$ cat config.mk
export PLATFORM = sky130hd
export DESIGN_NAME = state_digest_crc32
export DESIGN_NICKNAME = d
export VERILOG_FILES = /design/src/rtl/thiele_pkg.sv /design/src/rtl/byte_fifo.sv /design/src/rtl/state_digest_crc32.sv
export SDC_FILE = /design/constraint.sdc
export NUM_CORES = 1
export LEC_CHECK = 0
export BUFFER_PORTS_ARGS = -buffer_cell sky130_fd_sc_hd__buf_4
export CAP_MARGIN = 40
export CORE_MARGIN = 10
export CORE_UTILIZATION = 30
export DETAILED_ROUTE_END_ITERATION = 8
export GPL_ROUTABILITY_DRIVEN = 0
export GPL_TIMING_DRIVEN = 0
export SLEW_MARGIN = 10
export SYNTH_ARGS = -nofsm -noshare
export SYNTH_HDL_FRONTEND = slang
export SYNTH_SLANG_ARGS = --single-unit
$ cat constraint.sdc
create_clock -name clk -period 2.3 [get_ports clk]
set_input_delay 0.46 -clock clk [delete_from_list [all_inputs] [get_ports clk]]
set_output_delay 0.46 -clock clk [all_outputs]
set_load 0.02 [all_outputs]
$ cat src/rtl/thiele_pkg.sv
// rtl/thiele_pkg.sv - shared CRC-32 constants, FSM encoding and byte update function
// Purpose: constants and helpers shared by the state digest block.
// Contents: CRC_POLY/CRC_INIT/CRC_XOROUT, state_t, crc32_byte().
package thiele_pkg;

  localparam logic [31:0] CRC_POLY   = 32'hEDB88320;
  localparam logic [31:0] CRC_INIT   = 32'hFFFFFFFF;
  localparam logic [31:0] CRC_XOROUT = 32'hFFFFFFFF;

  typedef enum logic [1:0] {
    ST_IDLE  = 2'd0,
    ST_ACCUM = 2'd1,
    ST_DRAIN = 2'd2,
    ST_HOLD  = 2'd3
  } state_t;

  // Reflected CRC-32 update for one byte, LSB first; the loop unrolls into
  // eight shift/XOR stages.
  function automatic logic [31:0] crc32_byte(input logic [31:0] crc, input logic [7:0] data);
    logic [31:0] c;
    c = crc ^ {24'h000000, data};
    for (int i = 0; i < 8; i++) begin
      c = c[0] ? ((c >> 1) ^ CRC_POLY) : (c >> 1);
    end
    return c;
  endfunction

endpackage

$ cat src/rtl/byte_fifo.sv
// rtl/byte_fifo.sv - synchronous byte FIFO with extra-bit full/empty pointers
// Purpose: buffers incoming bytes between acceptance and CRC folding.
// Ports: clk, rst_n (async active-low), push/push_data, pop/pop_data
//        (pop_data is the current head, valid while !empty), full, empty.
module byte_fifo #(
  parameter int DEPTH = 4
) (
  input  logic       clk,
  input  logic       rst_n,
  input  logic       push,
  input  logic [7:0] push_data,
  input  logic       pop,
  output logic [7:0] pop_data,
  output logic       full,
  output logic       empty
);

  localparam int AW = $clog2(DEPTH);
  localparam logic [AW:0] PTR_ONE = {{AW{1'b0}}, 1'b1};

  logic [7:0]  mem [DEPTH];
  logic [AW:0] wr_ptr;
  logic [AW:0] rd_ptr;

  // Same index with differing wrap bits means the writer is a lap ahead.
  assign empty    = (wr_ptr == rd_ptr);
  assign full     = (wr_ptr[AW] != rd_ptr[AW]) && (wr_ptr[AW-1:0] == rd_ptr[AW-1:0]);
  assign pop_data = mem[rd_ptr[AW-1:0]];

  always_ff @(posedge clk or negedge rst_n) begin
    if (!rst_n) begin
      wr_ptr <= '0;
      rd_ptr <= '0;
    end else begin
      if (push && !full) begin
        wr_ptr <= wr_ptr + PTR_ONE;
      end
      if (pop && !empty) begin
        rd_ptr <= rd_ptr + PTR_ONE;
      end
    end
  end

  always_ff @(posedge clk) begin
    if (push && !full) begin
      mem[wr_ptr[AW-1:0]] <= push_data;
    end
  end

endmodule

$ cat src/rtl/state_digest_crc32.sv
// rtl/state_digest_crc32.sv - CRC-32 digest and byte count of a serialized state frame
// Purpose: buffers frame bytes, folds one per cycle into a CRC-32, and holds
//          the finished digest until the consumer takes it.
// Ports: clk, rst_n (async active-low); in_byte/in_byte_valid/in_byte_ready
//        byte input; frame_end pulse; digest/byte_count/digest_valid/
//        digest_ready result handshake; overrun sticky flag.
module state_digest_crc32
  import thiele_pkg::*;
#(
  parameter int FIFO_DEPTH = 4
) (
  input  logic        clk,
  input  logic        rst_n,
  input  logic [7:0]  in_byte,
  input  logic        in_byte_valid,
  output logic        in_byte_ready,
  input  logic        frame_end,
  output logic [31:0] digest,
  output logic [31:0] byte_count,
  output logic        digest_valid,
  input  logic        digest_ready,
  output logic        overrun
);

  state_t      state;
  state_t      state_nxt;
  logic [31:0] crc;
  logic [31:0] count;
  logic        push;
  logic        pop;
  logic [7:0]  pop_data;
  logic        full;
  logic        empty;

  // rst_n gates ready so nothing is offered as accepted while reset is held.
  assign in_byte_ready = rst_n && !full && (state != ST_DRAIN) && (state != ST_HOLD);
  assign push          = in_byte_valid && in_byte_ready;
  assign pop           = !empty && ((state == ST_ACCUM) || (state == ST_DRAIN));
  assign digest_valid  = (state == ST_HOLD);

  byte_fifo #(
    .DEPTH(FIFO_DEPTH)
  ) u_fifo (
    .clk      (clk),
    .rst_n    (rst_n),
    .push     (push),
    .push_data(in_byte),
    .pop      (pop),
    .pop_data (pop_data),
    .full     (full),
    .empty    (empty)
  );

  always_ff @(posedge clk or negedge rst_n) begin
    if (!rst_n) begin
      state <= ST_IDLE;
    end else begin
      state <= state_nxt;
    end
  end

  // frame_end wins over a same-cycle byte in IDLE; that byte is already in the
  // FIFO and DRAIN folds it.
  always_comb begin
    state_nxt = state;
    case (state)
      ST_IDLE: begin
        if (frame_end) begin
          state_nxt = ST_DRAIN;
        end else if (push) begin
          state_nxt = ST_ACCUM;
        end
      end
      ST_ACCUM: begin
        if (frame_end) begin
          state_nxt = ST_DRAIN;
        end
      end
      ST_DRAIN: begin
        if (empty) begin
          state_nxt = ST_HOLD;
        end
      end
      ST_HOLD: begin
        if (digest_ready) begin
          state_nxt = ST_IDLE;
        end
      end
      default: state_nxt = ST_IDLE;
    endcase
  end

  always_ff @(posedge clk or negedge rst_n) begin
    if (!rst_n) begin
      crc        <= CRC_INIT;
      count      <= '0;
      digest     <= '0;
      byte_count <= '0;
      overrun    <= 1'b0;
    end else begin
      if ((state == ST_HOLD) && digest_ready) begin
        crc   <= CRC_INIT;
        count <= '0;
      end else if (pop) begin
        crc   <= crc32_byte(crc, pop_data);
        count <= count + 32'd1;
      end
      // DRAIN sees empty only after the last fold has landed in crc.
      if ((state == ST_DRAIN) && empty) begin
        digest     <= crc ^ CRC_XOROUT;
        byte_count <= count;
      end
      if ((state == ST_HOLD) && frame_end) begin
        overrun <= 1'b1;
      end
    end
  end

endmodule

==> impl.org, run 1 <==
** Status
- Outcome :: finished with violations
- The final reports fail on negative setup slack.

** Route
- TritonRoute pass-1 iters :: 4
- Once detail routing completed, the nets flagged for antenna violations numbered 0.
- Dividing the detail-routed wire length by the instance count gives 17.1 um.
- Routed vias :: 5055
- After the first detailed-routing iteration, the DRC count stood at 240.
- Aggregate routed wire length :: 18.8 mm
- DRC :: 0
- Using the TritonRoute via totals, the vias-per-cell ratio works out to 4.60.

** Clock network
- For the worst-skew pair, the clock arrives at the later sink with an insertion delay of 0.43 ns.
- Clock tree synthesis inserted a total of 17 buffers.
- Sink count of the clock tree :: 169
- In this run the deepest clock path goes through 2 buffers.
- In this run the number of H-tree levels came out at 4.
- Clock-pin transition on the worst setup and hold timing paths :: 0.06 ns
- TritonCTS built the clock tree.
- The tree is rooted in a sky130_fd_sc_hd__clkbuf_16.

** Setup path
- Critical path startpoint category :: register
- Critical path class :: register to register
- Required time of the critical path :: 2.62 ns
- Endpoint type of the worst setup path :: register
- The largest single stage delay on the critical path is 0.56 ns.
- The critical path goes through clkbuf_16 > mux4_2 > xnor2_4 > xor2_4 > xnor2_2 > xnor2_1 > o211ai_1.
- The worst register-to-register path has a depth of 7.
- Maximum net fanout on the critical path :: 4
- The critical path runs through a total of 7 cells.
- The number of buffers and inverters on the critical path is 1.
- On the critical path, the stage with the largest delay is an instance of sky130_fd_sc_hd__mux4_2.
- STA puts the critical path data arrival time at 2.68 ns.
- The kind of cell with the highest combined delay along the critical path is XOR/XNOR gates.

** Yosys
- Average size of a mapped cell :: 12.5 sq um
- Synthesis produced a netlist with a net count of 643.
- Top flip-flop cell by instance count after synthesis :: sky130_fd_sc_hd__dfrtp_1
- Counting flops with an async set or reset pin after synthesis yields a share of 0.811.
- Count of warnings emitted by yosys :: 0
- Cell count after synthesis :: 619
- Summing every instance area after synthesis gives 7750 sq um.
- Yosys mapped a number of flops with a built-in enable equal to 32.
- Of the post-synthesis cell area, the dominant cell type holds 0.339.
- Seq/Total Area, Yosys :: 0.572
- Synthesis inferred 169 register bits.
- Leading post-synthesis cells by cell area :: sky130_fd_sc_hd__dfrtp_1, sky130_fd_sc_hd__edfxtp_1, sky130_fd_sc_hd__dfstp_2, sky130_fd_sc_hd__xnor2_1, sky130_fd_sc_hd__mux2_2
- Area leader, netlist :: sky130_fd_sc_hd__dfrtp_1
- Count of cell types in the netlist :: 44

** Global route
- The initial antenna violation count was 0.
- Pin count of the biggest net entering global routing :: 54
- Wire length of the first global-routing pass :: 29.7 mm
- Overall fraction of global-route tracks in use :: 0.113
- Summed over all layers, the global routing overflow is 0.
- The via count of the first global-routing pass came to 5154.

** Floorplanning
- Total number of placement rows :: 58
- Pin placement for this block handled 80 I/O pins.
- In this run the standard cell core region covers 25300 sq um.
- The initial utilization of the core area, before any placement, comes to 0.306.
- The floorplan step set the die height to 181 um.
- Die ar. :: 32700 sq um
- DIE WIDTH :: 181 um

** STA
- Final setup violation count :: 9
- Across all setup checks in the final design, the least slack found is -0.0680 ns.
- Slew headroom :: 0.539
- Achievable frequency :: 422 MHz
- Time the final worst path needs with I/O delays and setup :: 2.37 ns
- Across the routed clock network, the largest skew measured is 0.0116 ns.
- Worst-Margin Slew :: 0.691 ns
- Dividing the final minimum period by the clock period gives 1.03.
- Final count of hold timing violations :: 0
- The count of pins over their slew limit was 0.
- RSZ-0062 raised after global routing :: yes

** Worst hold path
- Hold crit path type :: input port to asynchronous set/reset pin

** Final layout
- Layout cell share with drive strength beyond 1 :: 0.381
- Final Core Density :: 0.400
- Area delta synth->final :: 30.8%
- Total of fill cells in the finished design :: 2363
- Antenna cell count :: 0
- Number of nets at the end of the flow :: 781

** Place
- Port buffering added 79 buffers.
- Final HPWL from detailed placement :: 12.7 mm

** Job
- # Max-Cap Violations :: 0
==> flip-flops by register name, indices dropped and copies added (netlist names) <==
name           flops
state              2
crc               32
byte_count        32
overrun            1
u_fifo.mem        32
digest            32
count             32
u_fifo.wr_ptr      3
u_fifo.rd_ptr      3
==> synth_stat cells, types with 2 or more instances <==
cell,instances
sky130_fd_sc_hd__a21oi_1,17
sky130_fd_sc_hd__and2_1,8
sky130_fd_sc_hd__and3_1,4
sky130_fd_sc_hd__and4_1,3
sky130_fd_sc_hd__buf_1,4
sky130_fd_sc_hd__clkbuf_1,23
sky130_fd_sc_hd__dfrtp_1,105
sky130_fd_sc_hd__dfstp_2,32
sky130_fd_sc_hd__edfxtp_1,32
sky130_fd_sc_hd__ha_1,11
sky130_fd_sc_hd__inv_1,7
sky130_fd_sc_hd__mux2_2,31
sky130_fd_sc_hd__mux2i_1,3
sky130_fd_sc_hd__mux4_1,2
sky130_fd_sc_hd__mux4_2,6
sky130_fd_sc_hd__nand2_1,73
sky130_fd_sc_hd__nand2b_1,2
sky130_fd_sc_hd__nand3_1,14
sky130_fd_sc_hd__nand4_1,10
sky130_fd_sc_hd__nor2_1,37
sky130_fd_sc_hd__nor3_1,10
sky130_fd_sc_hd__o211ai_1,17
sky130_fd_sc_hd__o21ai_0,38
sky130_fd_sc_hd__o21ai_1,5
sky130_fd_sc_hd__o31a_1,2
sky130_fd_sc_hd__or4_1,2
sky130_fd_sc_hd__xnor2_1,55
sky130_fd_sc_hd__xnor2_4,8
sky130_fd_sc_hd__xor2_1,36
sky130_fd_sc_hd__xor2_2,5
sky130_fd_sc_hd__xor2_4,4
==> final cells by class <==
type	instances	area, sq um	share of cell area
sequential	169	4430	0.437
timing repair buffer	122	1100	0.108
inverter	7	26.3	0.00259
clock buffer	21	504	0.0497
clock inverter	11	81.3	0.00802
tap	330	413	0.0407
buffer	26	134	0.0132
multi-input combinational	414	3450	0.340
==> logic make-up (layout without fill, tap and decap cells) <==
| kind of cell | after synthesis | in the layout | synth area share |
|---|---|---|---|
| AOI/OAI and AO/OA | 85 | 85 | 0.0638 |
| and+or+nand+nor | 167 | 167 | 0.0969 |
| buffers and inverters | 36 | 187 | 0.0189 |
| adders and majority gates | 11 | 11 | 0.0178 |
| xor gates and xnor gates | 109 | 109 | 0.158 |
| DFF | 169 | 169 | 0.572 |
| muxes | 42 | 42 | 0.0731 |
==> worst paths after layout <==
check                                                  start                         end  slack [ns]
max in group asynchronous                              rst_n        count[2]$_DFFE_PN0P_        1.92
worst max-delay path            u_fifo.rd_ptr[0]$_DFFE_PN0P_          crc[7]$_DFFE_PN1P_       -0.07
worst min-delay path                                   rst_n       digest[1]$_DFFE_PN0P_        0.02
worst max register to register  u_fifo.rd_ptr[0]$_DFFE_PN0P_          crc[7]$_DFFE_PN1P_       -0.07
min in group clk                                  in_byte[7]  u_fifo.mem[1][7]$_DFFE_PP_        0.23
worst min register to register        digest[11]$_DFFE_PN0P_      digest[11]$_DFFE_PN0P_        0.49
==> cell usage in the layout (no fill, tap or decap), types with 14 or more instances in the layout <==
| cell | synthesis | routed |
|---|---|---|
| sky130_fd_sc_hd__nor2_1 | 37 | 37 |
| sky130_fd_sc_hd__o21ai_0 | 38 | 37 |
| sky130_fd_sc_hd__xnor2_1 | 55 | 44 |
| sky130_fd_sc_hd__clkbuf_16 | 0 | 21 |
| sky130_fd_sc_hd__xor2_1 | 36 | 31 |
| sky130_fd_sc_hd__o211ai_1 | 17 | 17 |
| sky130_fd_sc_hd__dfrtp_1 | 105 | 103 |
| sky130_fd_sc_hd__edfxtp_1 | 32 | 32 |
| sky130_fd_sc_hd__nand2_1 | 73 | 72 |
| sky130_fd_sc_hd__mux2_2 | 31 | 31 |
| sky130_fd_sc_hd__dfstp_2 | 32 | 32 |
| sky130_fd_sc_hd__buf_4 | 1 | 101 |
| sky130_fd_sc_hd__a21oi_1 | 17 | 14 |
==> timing repair <==
action / CTS / global route
gates resized for setup: 38 / 47
endpoints found under the hold margin: 53 / 0
gates cloned: 1 / 1
endpoints found under the setup margin: 129 / 120
pin swaps: 18 / 21
buffers inserted: 27 / 14
hold buffers: 1 / 0
==> metal layers <==
metal / vias up / share of wire / GRT usage
li1: 2418 / - / -
met1: 2502 / 0.44 / 0.145
met2: 108 / 0.49 / 0.181
met3: 27 / 0.053 / 0.0326
met4: 0 / 0.017 / 0.0354
met5: - / 0 / 0
==> worst register-to-register path: cells and delay by family, from the launching register on <==
family	cells	cell delay (ns)
AO/OA/AOI/OAI	1	0.13
XOR/XNOR	4	0.98
buffers and inverters	1	0.17
flip-flops	1	0.42
multiplexers	1	0.56
==> through the flow <==
| stage | std cells | area, sq um | hold WS (ns) | worst slack (ns) | TNS, ns |
|---|---|---|---|---|---|
| final | 1100 | 10100 | 0.0218 | -0.0680 | -0.309 |
| after floorplan | 619 | 7750 | 0.164 | 0.0173 | 0 |
| after global placement | 1028 | 8760 | 0.467 | -1.39 | -68.34 |
| after CTS | 1090 | 9840 | 0.0310 | -0.0351 | -0.142 |
| after detailed placement | 1030 | 8790 | 0.449 | -0.805 | -45.85 |
| after global routing | 1100 | 10100 | 0.0333 | -0.168 | -2.08 |
Power of run 1 is not shown: default switching activity piles up to over one toggle a cycle in this logic, so the estimate is an artifact.
==> run 2: changes to the inputs <==
CELL_PAD_IN_SITES_DETAIL_PLACEMENT = 1   (was not set)
CELL_PAD_IN_SITES_GLOBAL_PLACEMENT = 2   (was not set)
CTS_BUF_LIST = sky130_fd_sc_hd__clkbuf_8   (was not set)
PLACE_DENSITY_LB_ADDON = 0.1   (was not set)
SKIP_LAST_GASP = 1   (was not set)
==> run 2 against run 1 <==
Net effect:
- the run ends with negative hold slack, negative setup slack left
- critical path depth is 1 higher
- wire length is 13% higher
- register-to-register slack worse by 0.05 ns
- maximum frequency is 2.1% lower
- die area stayed put
- cell count is 0.18% higher
- sequential share of layout area is 0.23 points higher
- utilization is 0.21 points lower
- first-iteration DRC count is 15% lower
- global-route usage is 1.8 points higher
- non-clock buffer count is 2 higher
- design area is 0.52% lower
==> impl.org, run 2 (synthesis gave the netlist of run 1 again) <==
** Status
- The flow ran to the end, but the final reports show violations.
- Violated checks :: negative hold slack, negative setup slack

** Route
- Number of DRC markers after the initial detailed-route iteration :: 204 (-15%)
- Average wire per standard cell :: 19.3 um (+13%)
- Aggregate routed wire length :: 21.3 mm (+13%)
- Final ANT Viol Nets :: 0 (unchanged)
- DRC :: 0 (unchanged)
- Per-cell via count in the routed design :: 4.65 (+1.2%)
- Routed vias :: 5123 (+1.3%)
- The number of detailed-routing iterations run before antenna repair is 4 (unchanged).

** STA
- The time the worst path needs with I/O delays and setup was 2.42 ns (+0.0517 ns).
- Worst hold slack :: -0.120 ns (-0.142 ns)
- The number of failing setup endpoints in the final timing report was 20 (+11).
- Count of final max-slew check failures :: 0 (unchanged)
- Final clock period utilization by the worst path :: 1.05 (+0.0225)
- The pin slew with the least headroom to its limit was 0.593 ns (-0.0983 ns).
- The worst-case clock skew was 0.0229 ns (+0.0113 ns).
- Setup repair after global routing could not meet its margin everywhere.
- The relative max-transition margin is 0.605 (+0.0655).
- Final count of hold timing violations :: 66 (+66)
- The maximum frequency from static timing analysis was 413 MHz (-2.1%).
- The post-layout worst setup margin is -0.120 ns (-0.0517 ns).

** Global route
- The met2 global-route usage is 0.211 (+0.0303).
- The met1 track demand over resource is 0.176 (+0.0313).
- Number of antenna violations at the first check in global routing :: 0 (unchanged)
- Wire length of the first global-routing pass :: 34.3 mm (+15%)
- Overall fraction of global-route tracks in use :: 0.131 (+0.0181)
- Total overflow reported by the global router :: 0 (unchanged)
- Global-route track usage on met3 :: 0.0284 (-0.00420)
- The layer flagged by global routing as most heavily used is met2.
- Pin count of the biggest net entering global routing :: 70 (+30%)
- The via count of the first global-routing pass came to 5766 (+12%).

** Place
- Setup Slack @ Placement :: -0.837 ns (-0.0320 ns)
- The placed wire-length estimate came to 14.7 mm (+16%).
- The count of input and output buffers came to 79 (unchanged).

** Clock network
- Clock Tree Buf Depth :: 2 (unchanged)
- H-tree Lvls :: 4 (unchanged)
- Root buffer cell :: sky130_fd_sc_hd__clkbuf_8
- The clock-pin slew reported for the worst setup and hold paths after clock tree synthesis was 0.10 ns (+0.04 ns).
- CTS tree :: done
- Clock latency on the worst-skew pair :: 0.47 ns (+0.04 ns)
- The CTS buffer count is 17 (unchanged).
- The count of clock tree sinks was 169 (unchanged).

** Job
- The reported max-cap violation count is 0 (unchanged).

** Setup path
- Maximum net fanout on the critical path :: 5 (+1)
- The worst setup path is captured at a register.
- The arrival time of the worst setup path is 2.78 ns (+0.10 ns).
- The endpoint identified for the worst register-to-register timing path is crc[27]$_DFFE_PN1P_.
- Worst R2R Start :: u_fifo.rd_ptr[0]$_DFFE_PN0P_
- Critical path startpoint category :: register
- Critical path class :: register to register
- R2r worst-path depth :: 8 (+1)
- Register-to-register path setup slack :: -0.12 ns (-0.05 ns)
- Required time of the critical path :: 2.66 ns (+0.04 ns)

** Floorplanning
- The core box area came to 25300 sq um (unchanged).
- DIE WIDTH :: 181 um (unchanged)
- Die height :: 181 um (unchanged)
- Total number of placement rows :: 58 (unchanged)
- Number of ports placed on the die boundary :: 80 (unchanged)
- The area enclosed by the die boundary was 32700 sq um (unchanged).
- The initial core utilization was 0.306 (unchanged).

** Final layout
- The top cell types in the final layout, fill and taps aside, are sky130_fd_sc_hd__buf_4, sky130_fd_sc_hd__dfrtp_1, sky130_fd_sc_hd__nand2_1.
- The number of filler cells placed in the layout is 2698 (+14%).
- Most common cell after layout, fill and taps aside :: sky130_fd_sc_hd__buf_4
- From synthesis to final layout, the design area changed by 30.1%.
- Antenna cell count :: 0 (unchanged)
- Layout cell share with drive strength beyond 1 :: 0.392 (+0.0120)
- The net count reported at finish came to 783 (+0.26%).

** Worst hold path
- Hold crit path type :: input port to asynchronous set/reset pin
[run 2: metrics by stage]
step	cell area, sq um	util	setup TNS, ns	hold WS (ns)	instances
finish	10100	0.398	-0.962	-0.120	1102
detailed placement	8800	0.347	-60.46	0.453	1030
global placement	8760	0.346	-77.45	0.445	1028
global route	10100	0.398	-3.74	-0.120	1102
floorplan	7750	-	0	0.164	619
CTS	9760	0.385	-1.14	-0.126	1089
[run 2: worst max path at each step]
stage / startpoint / endpoint / slack, ns / cells after the start
after detailed placement: rst_n / u_fifo.mem[3][6]$_DFFE_PP_ / -0.84 / 7
after CTS: u_fifo.rd_ptr[0]$_DFFE_PN0P_ / crc[4]$_DFFE_PN1P_ / -0.09 / 9
after global routing: u_fifo.rd_ptr[0]$_DFFE_PN0P_ / crc[27]$_DFFE_PN1P_ / -0.23 / 8
final: u_fifo.rd_ptr[0]$_DFFE_PN0P_ / crc[27]$_DFFE_PN1P_ / -0.12 / 8
after floorplan: state[0]$_DFFE_PN0P_ / count[31]$_DFFE_PN0P_ / 0.02 / 8
after global placement: rst_n / u_fifo.mem[3][6]$_DFFE_PP_ / -1.36 / 6
[run 2: per-layer routing]
metal	vias to the layer above	wire length, um
li1	2393	-
met1	2644	10200
met2	72	10200
met3	14	642
met4	0	169
met5	-	0
[run 2: critical path: stages (launching register included)]
cell and delay [ns]:
sky130_fd_sc_hd__dfrtp_2 0.44, sky130_fd_sc_hd__buf_12 0.15, sky130_fd_sc_hd__mux4_2 0.59, sky130_fd_sc_hd__xnor2_4 0.22, sky130_fd_sc_hd__buf_12 0.16, sky130_fd_sc_hd__xor2_4 0.25, sky130_fd_sc_hd__xor2_2 0.23, sky130_fd_sc_hd__xor2_1 0.18
sky130_fd_sc_hd__o211ai_1 0.11
[run 2: what timing repair did]
| item | in CTS | in global routing |
|---|---|---|
| gates resized for setup | 54 | 40 |
| cloned | 1 | 1 |
| setup buffers | 28 | 13 |
| setup endpoints to repair | 140 | 101 |
| pin swaps | 15 | 13 |
| hold endpoints to repair | 66 | 66 |
[run 2: area by class of cell]
type,count,area [sq um],area share
Sequential cell,169,4430,0.440
Multi-Input combinational cell,414,3520,0.350
Timing Repair Buffer,124,1120,0.112
Tap cell,330,413,0.0409
Clock buffer,17,234,0.0232
Clock inverter,15,186,0.0185
Buffer,26,143,0.0141
Inverter,7,26.3,0.00261
Power of run 2 is left out for the same reason.
==> run 3: changes to the inputs <==
ABC_AREA = 1   (was not set)
==> run 3 against run 2 <==
Net effect:
- the run now ends clean
- utilization down 1.5 points
- cell count grew 29%
- maximum frequency increased by 12%
- critical path depth is the same
==> impl.org, run 3 <==
** Status
- The run finished with clean final reports.

** Route
- The via count was 6566 (+28%).
- The wire length after detailed routing was 25.1 mm (+18%).
- DRC :: 0 (unchanged)
- Average wire per standard cell :: 17.7 um (-8.3%)
- Per-cell via count in the routed design :: 4.63 (-0.39%)
- The remaining antenna violation count after routing came to 0 (unchanged).
- Number of DRC markers after the initial detailed-route iteration :: 351 (+72%)
- TritonRoute pass-1 iters :: 4 (unchanged)

** Place
- Final HPWL from detailed placement :: 18.3 mm (+24%)
- Count of placed standard cells including taps :: 1358 (+32%)
- Count of buffers inserted at the top-level ports :: 79 (unchanged)

** Final layout
- The share of layout cells above drive strength 1 is 0.266 (-0.127).
- The utilization of the core after routing was 0.383 (-0.0148).
- Most frequent cells in the layout :: sky130_fd_sc_hd__nand2_1, sky130_fd_sc_hd__buf_4, sky130_fd_sc_hd__dfrtp_1
- Antenna cell count :: 0 (unchanged)
- Relative to the synthesized area, the layout overhead comes to 25.0%.
- Area of all sequential standard cells :: 4430 sq um (unchanged)
- The library cell used most frequently in the layout, excluding fill and tap cells, is sky130_fd_sc_hd__nand2_1.
- The number of filler cells placed in the layout is 3172 (+18%).
- Number of standard cells in the final layout excluding fillers :: 1418 (+29%)
- Area taken by multi-input logic gates :: 3640 sq um (+3.3%)
- The net count reported at finish was 1057 (+35%).

** STA
- Worst hold slack :: 0.0596 ns (+0.180 ns)
- Summed negative setup slack over all endpoints :: 0 ns (+0.962 ns)
- The relative max-transition margin came to 0.579 (-0.0259).
- Time the final worst path needs with I/O delays and setup :: 2.16 ns (-0.263 ns)
- Final count of hold timing violations :: 0 (-100%)
- The count of pins over their slew limit was 0 (unchanged).
- Final clock period utilization by the worst path :: 0.938 (-0.114)
- Final setup violation count :: 0 (-100%)
- Achievable frequency :: 464 MHz (+12%)
- The pin slew with the least headroom to its limit came to 0.632 ns (+0.0389 ns).
- The worst-case clock skew was 0.0229 ns (-0.0000178 ns).
- RSZ-0062 raised after global routing :: yes

** Global route
- Number of antenna violations at the first check in global routing :: 0 (unchanged)
- Total overflow reported by the global router :: 0 (unchanged)
- The global-route total usage across every layer came to 0.144 (+0.0127).
- Pin count of the biggest net entering global routing :: 96 (+37%)
- Wire length of the first global-routing pass :: 40.0 mm (+17%)
- Vias in the first global route :: 6952 (+21%)

** Yosys
- The top cell type's share of synthesized area is 0.315 (-0.0237).
- The cell area after synthesis was 8330 sq um (+7.5%).
- Number of flops mapped to enable cells by yosys :: 32 (unchanged)
- The proportion of register bits with asynchronous set or reset after synthesis came to 0.811 (unchanged).
- The net count after synthesis came to 929 (+44%).
- Count of cell types in the netlist :: 45 (+2.3%)
- Average size of a mapped cell :: 9.21 sq um (-26%)
- Count leader, synth :: sky130_fd_sc_hd__nand2_1
- The synthesized design spends more area on one cell type than any other, namely sky130_fd_sc_hd__dfrtp_1.
- The count of mapped cells out of synthesis came to 905 (+46%).
- The flip-flop and latch count after synthesis is 169 (unchanged).
- The sequential cell area fraction in the yosys report came to 0.532 (-0.0400).
- Top flip-flop cell by instance count after synthesis :: sky130_fd_sc_hd__dfrtp_1
- The commonest cells after synthesis are sky130_fd_sc_hd__nand2_1, sky130_fd_sc_hd__dfrtp_1, sky130_fd_sc_hd__inv_1, sky130_fd_sc_hd__nand3_1, sky130_fd_sc_hd__o21a_1.
- After synthesis, the cell types taking the most area are sky130_fd_sc_hd__dfrtp_1, sky130_fd_sc_hd__edfxtp_1, sky130_fd_sc_hd__nand2_1, sky130_fd_sc_hd__dfstp_2, sky130_fd_sc_hd__inv_1.
- The number of synthesis warnings came to 0 (unchanged).

** Setup path
- Maximum net fanout on the critical path :: 10 (+5)
- Critical path startpoint category :: register
- The required time at the worst-slack endpoint was 2.70 ns (+0.04 ns).
- The arrival time of the worst setup path was 2.56 ns (-0.22 ns).
- Critical path class :: register to register
- STA classifies the critical path endpoint as a register.

** Floorplanning
- The area enclosed by the die boundary is 34800 sq um (+6.7%).
- The core box area was 27200 sq um (+7.3%).
- Total number of placement rows :: 60 (+3.4%)
- Die height :: 187 um (+3.3%)
- The floorplan die width came to 187 um (+3.3%).
- The top-level I/O count came to 80 (unchanged).
- Effective utilization at floorplan :: 0.307 (+0.000632)

** Clock network
- Clock Tree Buf Depth :: 2 (unchanged)
- The clock-pin slew reported for the worst setup and hold paths after clock tree synthesis was 0.10 ns (about the same).
- The CTS buffer count is 17 (unchanged).
- Sink count of the clock tree :: 169 (unchanged)
- TritonCTS built the clock tree.
- CTS placed an instance of sky130_fd_sc_hd__clkbuf_8 at the clock tree root.
- Clock latency on the worst-skew pair :: 0.47 ns (about the same)
- H-tree Lvls :: 4 (unchanged)

** Job
- The reported max-cap violation count is 0 (unchanged).

** Worst hold path
- Hold crit path type :: input port to asynchronous set/reset pin
run 3: cell type report:
cell class | count | area share
clock buffer | 17 | 0.0225
multi-input combinational | 607 | 0.349
buffer | 26 | 0.0169
clock inverter | 15 | 0.0184
sequential | 169 | 0.425
timing repair buffer | 109 | 0.0841
inverter | 103 | 0.0386
tap | 372 | 0.0447
run 3: stage by stage:
step	area (sq um)	setup slack (ns)
2_1_floorplan	8330	0.234
3_3_place_gp	9390	-1.55
3_5_place_dp	9430	-0.785
4_1_cts	10000	-0.0942
5_1_grt	10400	-0.0414
6_report	10400	0.143
run 3: worst paths after layout:
path | startpoint | endpoint | slack, ns | cells past startpoint
worst max-delay path | state[0]$_DFFE_PN0P_ | crc[26]$_DFFE_PN1P_ | 0.14 | 8
worst min-delay path | rst_n | crc[12]$_DFFE_PN1P_ | 0.06 | 1
worst max register to register | state[0]$_DFFE_PN0P_ | crc[26]$_DFFE_PN1P_ | 0.14 | 8
worst min register to register | overrun$_DFFE_PN0P_ | overrun$_DFFE_PN0P_ | 0.48 | 1
max in group asynchronous | rst_n | crc[26]$_DFFE_PN1P_ | 1.87 | 2
min in group clk | in_byte[3] | u_fifo.mem[3][3]$_DFFE_PP_ | 0.19 | 1
run 3: critical path, cell delays in order (launching register included):
cell	delay [ns]
sky130_fd_sc_hd__dfrtp_1	0.44
sky130_fd_sc_hd__ha_1	0.30
sky130_fd_sc_hd__nand2_2	0.29
sky130_fd_sc_hd__inv_1	0.24
sky130_fd_sc_hd__nor2_4	0.29
sky130_fd_sc_hd__clkbuf_4	0.31
sky130_fd_sc_hd__nand3_2	0.12
sky130_fd_sc_hd__nand2_1	0.07
sky130_fd_sc_hd__inv_1	0.03
run 3: routing by layer:
layer  GRT usage  up-vias  part of all wire
met5           0        -                 0
met4      0.0338        0             0.012
met3      0.0272       13             0.025
met2       0.233       71              0.47
met1       0.195     3273              0.49
li1            -     3209                 -
run 3: cell families (layout without fill, tap and decap cells):
logic type / count (synthesis) / in the layout / synth area share
compound gates: 145 / 145 / 0.108
fa+ha+maj: 11 / 11 / 0.0165
mux: 17 / 17 / 0.0228
flops: 169 / 169 / 0.532
xor+xnor: 48 / 48 / 0.0604
simple gates: 386 / 386 / 0.197
buf+inv: 129 / 270 / 0.0638
run 3: timing repair:
item                                    in CTS  in global routing
resized for setup                           28                 61
cloned                                       0                  1
endpoints found under the setup margin     114                113
hold endpoints to repair                    26                  0
buffers inserted                             5                 21
hold buffers                                 1                  0
pin swaps                                    2                  9
Power of run 3 is left out for the same reason.
